## src/rtl/jk_count_ctrl.sv

```systemverilog
// jk_count_ctrl: control stage ahead of the JK flip-flop bank of the up/down counter.
// Synchronises and debounces the up/down buttons, tracks the count direction,
// prescales count steps, handles parallel load, and builds per-bit j/k vectors
// from the bank's fed-back q so every bank edge is exactly one hold, step or load.
//
//   state | meaning
//   ------+-------------------------------------------------
//   IDLE  | no direction selected; prescaler held, j=k=0
//   UP    | count up by one on every tick
//   DOWN  | count down by one on every tick
module jk_count_ctrl #(
    parameter int WIDTH    = 8,
    parameter int PRESCALE = 4,
    parameter int DEBOUNCE = 3
) (
    input  logic             clk,
    input  logic             reset,
    input  logic             en,
    input  logic             up_btn,
    input  logic             dn_btn,
    input  logic             load,
    input  logic [WIDTH-1:0] load_val,
    input  logic             sat_mode,
    input  logic [WIDTH-1:0] q,
    output logic [WIDTH-1:0] j,
    output logic [WIDTH-1:0] k,
    output logic             dir,
    output logic             tick,
    output logic             tc
);

    localparam int PW = (PRESCALE > 1) ? $clog2(PRESCALE) : 1;
    localparam int DW = $clog2(DEBOUNCE + 1);

    typedef enum logic [1:0] {
        IDLE = 2'd0,
        UP   = 2'd1,
        DOWN = 2'd2
    } state_t;

    state_t           state_q, state_d;
    logic [1:0]       btn_raw;
    logic [1:0]       sync1, sync2;
    logic [1:0]       filt, filt_d;
    logic [DW-1:0]    dbc [2];
    logic [1:0]       press;
    logic [PW-1:0]    pcnt;
    logic             load_pend;
    logic [WIDTH-1:0] load_reg;
    logic [WIDTH-1:0] t_up, t_dn;
    logic             at_limit;
    logic             blocked;

    // index 0 = up button, index 1 = down button
    assign btn_raw = {dn_btn, up_btn};

    // two-flop synchroniser for both raw buttons
    always_ff @(posedge clk or posedge reset) begin
        if (reset) begin
            sync1 <= '0;
            sync2 <= '0;
        end else begin
            sync1 <= btn_raw;
            sync2 <= sync1;
        end
    end

    // debounce: a level is accepted after DEBOUNCE consecutive differing samples
    always_ff @(posedge clk or posedge reset) begin
        if (reset) begin
            filt   <= '0;
            filt_d <= '0;
            for (int b = 0; b < 2; b++) dbc[b] <= '0;
        end else begin
            filt_d <= filt;
            for (int b = 0; b < 2; b++) begin
                if (sync2[b] != filt[b]) begin
                    if (dbc[b] == DW'(DEBOUNCE - 1)) begin
                        filt[b] <= ~filt[b];
                        dbc[b]  <= '0;
                    end else begin
                        dbc[b] <= dbc[b] + 1'b1;
                    end
                end else begin
                    dbc[b] <= '0;
                end
            end
        end
    end

    assign press = filt & ~filt_d;

    // direction state register
    always_ff @(posedge clk or posedge reset) begin
        if (reset) state_q <= IDLE;
        else       state_q <= state_d;
    end

    // direction next state: a press selects its direction, simultaneous presses park in IDLE
    always_comb begin
        state_d = state_q;
        if (press[0] && press[1]) state_d = IDLE;
        else if (press[0])        state_d = UP;
        else if (press[1])        state_d = DOWN;
    end

    assign dir = (state_q == UP);

    // step prescaler; tick is registered on the wrap from PRESCALE-1 to 0
    always_ff @(posedge clk or posedge reset) begin
        if (reset) begin
            pcnt <= '0;
            tick <= 1'b0;
        end else if (!en || state_q == IDLE) begin
            pcnt <= '0;
            tick <= 1'b0;
        end else if (pcnt == PW'(PRESCALE - 1)) begin
            pcnt <= '0;
            tick <= 1'b1;
        end else begin
            pcnt <= pcnt + 1'b1;
            tick <= 1'b0;
        end
    end

    // load capture; a repeated request while pending just replaces the value
    always_ff @(posedge clk or posedge reset) begin
        if (reset) begin
            load_pend <= 1'b0;
            load_reg  <= '0;
        end else if (load) begin
            load_pend <= 1'b1;
            load_reg  <= load_val;
        end else begin
            load_pend <= 1'b0;
        end
    end

    // toggle enables: bit i flips when all lower bits are ones (up) or zeros (down)
    always_comb begin
        t_up = '0;
        t_dn = '0;
        for (int i = 0; i < WIDTH; i++) begin
            logic [WIDTH-1:0] m;
            m       = (WIDTH'(1) << i) - WIDTH'(1);
            t_up[i] = ((q & m) == m);
            t_dn[i] = ((q & m) == '0);
        end
    end

    assign at_limit = ((state_q == UP) && (&q)) || ((state_q == DOWN) && !(|q));
    assign blocked  = sat_mode && at_limit;

    // j/k select: a pending load wins, then a step on tick, otherwise hold
    always_comb begin
        j = '0;
        k = '0;
        if (load_pend) begin
            j = load_reg;
            k = ~load_reg;
        end else if (tick && !blocked) begin
            if (state_q == UP) begin
                j = t_up;
                k = t_up;
            end else if (state_q == DOWN) begin
                j = t_dn;
                k = t_dn;
            end
        end
    end

    // terminal count: flagged after any step tick taken at the direction's limit
    always_ff @(posedge clk or posedge reset) begin
        if (reset) tc <= 1'b0;
        else       tc <= tick && !load_pend && at_limit;
    end

endmodule

```

## config.mk

```make
export PLATFORM = sky130hd
export DESIGN_NAME = jk_count_ctrl
export DESIGN_NICKNAME = d
export VERILOG_FILES = /design/src/rtl/jk_count_ctrl.sv
export SDC_FILE = /design/constraint.sdc
export NUM_CORES = 1
export LEC_CHECK = 0
export CORE_MARGIN = 5
export CORE_UTILIZATION = 48
export CTS_BUF_LIST = sky130_fd_sc_hd__clkbuf_4
export DETAILED_ROUTE_END_ITERATION = 10
export HOLD_SLACK_MARGIN = 0.03
export PLACE_DENSITY = 0.88
export SKIP_CTS_REPAIR_TIMING = 1
export SLEW_MARGIN = 20
export SYNTH_ARGS = -nofsm -noshare
export SYNTH_HDL_FRONTEND = slang
export SYNTH_SLANG_ARGS = --single-unit
```

## constraint.sdc

```tcl
create_clock -name clk -period 2.3 [get_ports clk]
set_input_delay 0.23 -clock clk [delete_from_list [all_inputs] [get_ports clk]]
set_output_delay 0.23 -clock clk [all_outputs]
set_load 0.05 [all_outputs]
```

==> results by group, run 1 <==
Outcome
  • Status: complete, but fails checks
  • Failing checks: setup timing

Die
  • Die ar.: 4023 um^2
  • # IOs: 42
  • Die H: 63.43 um
  • Chip Width: 63.43 um
  • Starting Density: 49.68%
  • Rows: 19
  • Placeable Area: 2758 um^2

Critical path
  • Startpoint types: flop
  • Arrival @ worst endpoint: 2.23 ns
  • CP Capture Type: output pin
  • Critical Path Start: state_q[1]$_DFFE_PP0P_
  • Crit path max-delay family: compound AO/OA/AOI/OAI gates
  • CP required: 2.07 ns
  • Delay of the slowest cell on the worst path: 0.46 ns
  • CP Max Fanout: 7
  • R2r startpoint: state_q[1]$_DFFE_PP0P_
  • Slowest cell on crit path: dfrtp_1
  • Critical-path cell list: ha_4, nor2b_2, and3_1, a311o_4, buf_12, o21ai_4, buf_6
  • Crit Path Class: flop to output pin
  • CP bufs+invs: 2

Detailed routing
  • Top routing layer in use: met4
  • Initial DRC Count: 88
  • Routed wire length on met2: 2.019 mm
  • Routed WL: 3.806 mm
  • WL met3: 186 um
  • Vias: 1191
  • Metal-1 WL: 1.525 mm
  • DRC: 0
  • WL per Instance: 18.39 um
  • Avg Vias per Cell: 5.754
  • Routed Antenna Nets: 0
  • Drt first pass iters: 4

Yosys
  • Largest family of logic cells by synthesized area: simple AND/OR/NAND/NOR gates
  • Synth area leaders: dfrtp_1 (49%), mux2_2 (8.2%), o22ai_2 (4.6%), ha_1 (3.7%), nor2b_1 (3.2%)
  • Number of synthesized flops with an enable pin: 0
  • Post-synthesis compound-gate area fraction: 15.98%
  • Synthesized area: 1370 um^2
  • Distinct cell type count after synthesis: 34
  • Syn avg cell area: 11.42 um^2
  • Syn_nets: 147
  • Async SR Flop Fraction: 100.0%
  • Adder-Cell Fraction of Synth Area: 3.653%
  • Simple-Gate Fraction of Synth Area: 17.35%
  • Post-Syn Instances: 120
  • Mux cell area share after synthesis: 8.219%
  • Synth top cells by count: dfrtp_1 (27), mux2_2 (10), nand2_1 (9)
  • Post-synthesis sequential element count: 27
  • Yosys warns: 0
  • Sequential fraction of the synthesis area: 49.32%
  • Dominant synthesized flop cell: dfrtp_1
  • Yosys top cell by area: dfrtp_1
  • Dominant cell by count in the synthesized netlist: dfrtp_1
  • Top-area cell type share of the netlist area: 49.32%
  • Synth Area in XOR/XNOR: 1.918%

Cells and area
  • Flip-flop count of the largest register after layout: 8
  • Final instance area: 2227 um^2
  • Post-Route Utilization: 80.76%
  • Final-stage net count: 204
  • Fillers: 138
  • Diodes inserted: 0
  • Fin cells: 207
  • Layout overhead on the synthesized area: 62.56%
  • Share of layout cells above drive strength 1: 40.34%

Placed design
  • Routability congestion estimate: 0.9432
  • Inst Count DP: 201
  • Port bufs: 41
  • Placed instance area: 2085 um^2
  • Dpl hpwl: 2.842 mm

Clock tree
  • Clock transition at path regs: 0.13 ns
  • Clock Tree Buf Depth: 2
  • Worst-Skew Late Latency: 0.31 ns
  • TritonCTS clock tree: done
  • Sink Count: 27
  • H-tree Lvls: 1
  • Root buffer cell: clkbuf_4
  • CTS Buf Count: 3

STA
  • Actual slew at the worst max-slew pin: 0.5266 ns
  • Worst Skew: 0.005323 ns
  • # setup viols final: 16
  • Pins Over Slew Limit: 0
  • Worst hold slack: 0.2548 ns
  • Slew margin rel.: 64.73%
  • Worst setup margin: -0.1557 ns
  • Max Clk Rate: 407.2 MHz
  • Final period util: 106.8%
  • Fin crit period: 2.456 ns
  • RSZ-0062 raised after global routing: true
  • Final hold violation count: 0

Min path
  • Worst Hold Class: primary input to asynchronous set/reset pin

Global route
  • GRT overflow: 0
  • Initial antenna violation count: 0
  • Largest net degree at the start of global routing: 28
  • Tot GR Track Use: 18.81%
  • Number of global-route vias before repair: 1244
  • Global-route wire length before repair: 6.078 mm

Pwr
  • Max VDD drop: 0.6934 mV
  • Pwr per Cell Area: 768.8 nW/um^2
  • Leak Pwr: 0.9154 nW

Flow run
  • Max-Cap Viols: 0
per-layer routing:
| metal | track usage [%] | up-vias |
|---|---|---|
| li1 | - | 546 |
| met1 | 22.79 | 594 |
| met2 | 32.61 | 43 |
| met3 | 3.908 | 8 |
| met4 | 6.753 | 0 |
| met5 | 0 | - |
path summary, 6_finish.rpt:
check | endpoint | slack (ns) | cells after the start
setup / recovery | j[4] | -0.16 | 7
hold / removal | sync1[1]$_DFF_PP0_ | 0.25 | 3
setup reg to reg | tc$_DFF_PP0_ | 0.88 | 6
hold reg to reg | sync2[0]$_DFF_PP0_ | 0.38 | 0
max in group asynchronous | load_reg[2]$_DFFE_PP0P_ | 1.80 | 3
min in group clk | sync1[1]$_DFF_PP0_ | 0.35 | 1
through the flow:
stage | setup TNS, ns | setup WS (ns) | power, mW
2_1_floorplan | 0 | 0.03842 | 1.195
3_3_place_gp | 0 | 0.05327 | 1.397
3_5_place_dp | 0 | 0.01041 | 1.440
4_1_cts | -4.054 | -0.2771 | 1.650
5_1_grt | -3.292 | -0.2479 | 1.823
6_report | -1.953 | -0.1557 | 1.712
layout by cell type (no fill, tap or decap), types with 2 or more instances in the layout:
cell type and n:
o22ai_4 6, buf_12 6, o32ai_4 2, nand2_1 9, nor3_1 3, o31ai_4 2
and3b_1 2, a21oi_1 2, inv_1 4, nor2b_1 6, inv_2 3, mux2_2 10
o21ai_4 5, nor2_1 7, a31oi_1 3, clkdlybuf4s50_1 25, clkbuf_4 4, ha_1 2
nor3b_1 2, xnor2_1 2, buf_4 11, nand3_1 3, dfrtp_1 27, ha_4 2
buf_6 13
cell families (layout without fill, tap and decap cells):
logic type	Yosys count	after routing
XOR/XNOR	3	3
multiplexers	10	10
adder cells (fa/ha/maj)	4	4
AND/OR/NAND/NOR	41	41
buffers and inverters	11	67
flip-flops	27	27
AO/OA/AOI/OAI	24	24
final cells by class:
type	count	area, um^2	share of cell area [%]
inverter	7	26.28	1.180
clock buffer	4	30.03	1.348
multi-input combinational	82	832.0	37.36
tap	31	38.79	1.742
timing repair buffer	56	624.3	28.03
sequential	27	675.6	30.34
report_power, final:
part	internal (mW)	switching, mW	total, mW	leakage, nW
clock	0.0795	0.127	0.207	0.0184
sequential	0.590	0.102	0.692	0.330
combinational	0.368	0.445	0.813	0.567
tightest hold or removal path: cells and delay by family:
kind | cells | cell delay, ns
buffers and inverters | 3 | 0.75
Note: power is estimated with default switching activity, not from simulation.
==> run 2, diff against run 1 <==
- TNS_END_PERCENT: not set -> 50
==> run 2 against run 1 <==
Effect of this change: the flow still finishes with violations (setup timing); sequential power hardly changed; worst setup slack stayed put; final cell count stayed put; combinational power is essentially flat; clock power barely moved; largest cell class unchanged.
==> results by group, run 2 (synthesis results as in run 1) <==
Critical path
  • Arrival @ worst endpoint: 2.23 ns (about the same)
  • CP required: 2.07 ns (about the same)
  • Reg2Reg Depth: 6 (unchanged)
  • CP Max Fanout: 7 (unchanged)
  • Reg2reg end: tc$_DFF_PP0_ (unchanged)
  • FF-to-FF setup slack: 0.88 ns (about the same)
  • CP Capture Type: output pin (unchanged)
  • Startpoint types: flop (unchanged)
  • R2r startpoint: state_q[1]$_DFFE_PP0P_ (unchanged)
  • Crit Path Class: flop to output pin (unchanged)

STA
  • Final period util: 106.8% (unchanged)
  • Worst setup margin: -0.1557 ns (unchanged)
  • Max Clk Rate: 407.2 MHz (unchanged)
  • RSZ-0062 raised after global routing: true (unchanged)
  • Worst Skew: 0.005323 ns (unchanged)
  • Fin crit period: 2.456 ns (unchanged)
  • Slew margin rel.: 64.73% (unchanged)
  • Final hold violation count: 0 (unchanged)
  • Pins Over Slew Limit: 0 (unchanged)
  • # setup viols final: 16 (unchanged)
  • Worst hold slack: 0.2548 ns (unchanged)
  • Actual slew at the worst max-slew pin: 0.5266 ns (unchanged)

Cells and area
  • Fin cells: 207 (unchanged)
  • Final-stage net count: 204 (unchanged)
  • Flip-flop count of the largest register after layout: 8 (unchanged)
  • Most frequent cells in the layout: dfrtp_1 (27), clkdlybuf4s50_1 (25), buf_6 (13) (unchanged)
  • Diodes inserted: 0 (unchanged)
  • Commonest non-fill, non-tap cell in the layout: dfrtp_1 (unchanged)
  • Share of layout cells above drive strength 1: 40.34% (unchanged)
  • Layout overhead on the synthesized area: 62.56% (unchanged)

Placed design
  • Dpl hpwl: 2.842 mm (unchanged)
  • Inst Count DP: 201 (unchanged)
  • Routability congestion estimate: 0.9432 (unchanged)
  • Port bufs: 41 (unchanged)
  • Post-Place Setup Slack: 0.01041 ns (unchanged)

Die
  • Rows: 19 (unchanged)
  • Die H: 63.43 um (unchanged)
  • Chip Width: 63.43 um (unchanged)
  • Placeable Area: 2758 um^2 (unchanged)
  • Die ar.: 4023 um^2 (unchanged)
  • # IOs: 42 (unchanged)
  • Starting Density: 49.68% (unchanged)

Detailed routing
  • WL per Instance: 18.39 um (unchanged)
  • Avg Vias per Cell: 5.754 (unchanged)
  • Vias: 1191 (unchanged)
  • Metal-1 WL: 1.525 mm (unchanged)
  • Drt first pass iters: 4 (unchanged)
  • Routed wire length on met2: 2.019 mm (unchanged)
  • Routed WL: 3.806 mm (unchanged)
  • DRC: 0 (unchanged)
  • Routed Antenna Nets: 0 (unchanged)
  • Top routing layer in use: met4 (unchanged)
  • Initial DRC Count: 118 (was 88)
  • WL met3: 186 um (unchanged)

Global route
  • Tot GR Track Use: 18.81% (unchanged)
  • GRT overflow: 0 (unchanged)
  • Initial antenna violation count: 0 (unchanged)
  • Number of global-route vias before repair: 1244 (unchanged)
  • Largest net degree at the start of global routing: 28 (unchanged)
  • Global-route wire length before repair: 6.078 mm (unchanged)

Min path
  • Worst Hold Class: primary input to asynchronous set/reset pin (unchanged)

Clock tree
  • H-tree Lvls: 1 (unchanged)
  • TritonCTS clock tree: done (unchanged)
  • Root buffer cell: clkbuf_4 (unchanged)
  • Clock transition at path regs: 0.13 ns (about the same)
  • CTS Buf Count: 3 (unchanged)
  • Sink Count: 27 (unchanged)
  • Clock Tree Buf Depth: 2 (unchanged)
  • Worst-Skew Late Latency: 0.31 ns (about the same)

Outcome
  • Failing checks: setup timing (unchanged)
  • Status: complete, but fails checks (unchanged)

Pwr
  • Leak Pwr: 0.9154 nW (unchanged)
  • Max VDD drop: 0.6934 mV (unchanged)
  • Pwr per Cell Area: 768.8 nW/um^2 (unchanged)

Flow run
  • Max-Cap Viols: 0 (unchanged)
## run 2: cell counts in the layout (fill, tap and decap cells not counted)
Identical to the previous run, type by type.
## run 2: cell type report
type / instances / area [um^2]
multi-input cells: 82 / 832.0
flip-flops and latches: 27 / 675.6
repair buffers: 56 / 624.3
fillers: 138 / 530.5
well taps: 31 / 38.79
clock buffers: 4 / 30.03
inverters: 7 / 26.28
## run 2: routing by layer
| metal | track usage (%) | vias to the layer above |
|---|---|---|
| li1 | - | 546 |
| met1 | 22.79 | 594 |
| met5 | 0 | - |
| met4 | 6.753 | 0 |
| met2 | 32.61 | 43 |
| met3 | 3.908 | 8 |
## run 2: worst max path at each step
stage	startpoint	end	slack [ns]	depth (start not counted)
2_1_floorplan	state_q[1]$_DFFE_PP0P_	k[5]	0.04	6
3_3_place_gp	q[0]	k[2]	0.05	7
3_5_place_dp	q[0]	j[1]	0.01	7
4_1_cts	state_q[0]$_DFFE_PP0P_	j[1]	-0.28	8
5_1_grt	state_q[1]$_DFFE_PP0P_	j[4]	-0.25	7
6_report	state_q[1]$_DFFE_PP0P_	j[4]	-0.16	7
## run 2: worst max-delay path, stage by stage, from the launching register on
cell     delay, ns
dfrtp_1       0.46
ha_4          0.20
nor2b_2       0.17
and3_1        0.18
a311o_4       0.41
buf_12        0.18
o21ai_4       0.14
buf_6         0.18
## run 2: where the power goes
part	switching (mW)	internal (mW)
Sequential	0.102	0.590
Combinational	0.445	0.368
Clock	0.127	0.0795
Total	0.675	1.04
## run 2: metrics by stage
stage	setup TNS [ns]	cell area, um^2	power (mW)	utilization [%]
after floorplan	0	1525	1.195	-
after global placement	0	2085	1.397	75.59
after detailed placement	0	2085	1.440	75.59
after CTS	-4.054	2115	1.650	76.68
after global routing	-3.292	2227	1.823	80.76
final	-1.953	2227	1.712	80.76
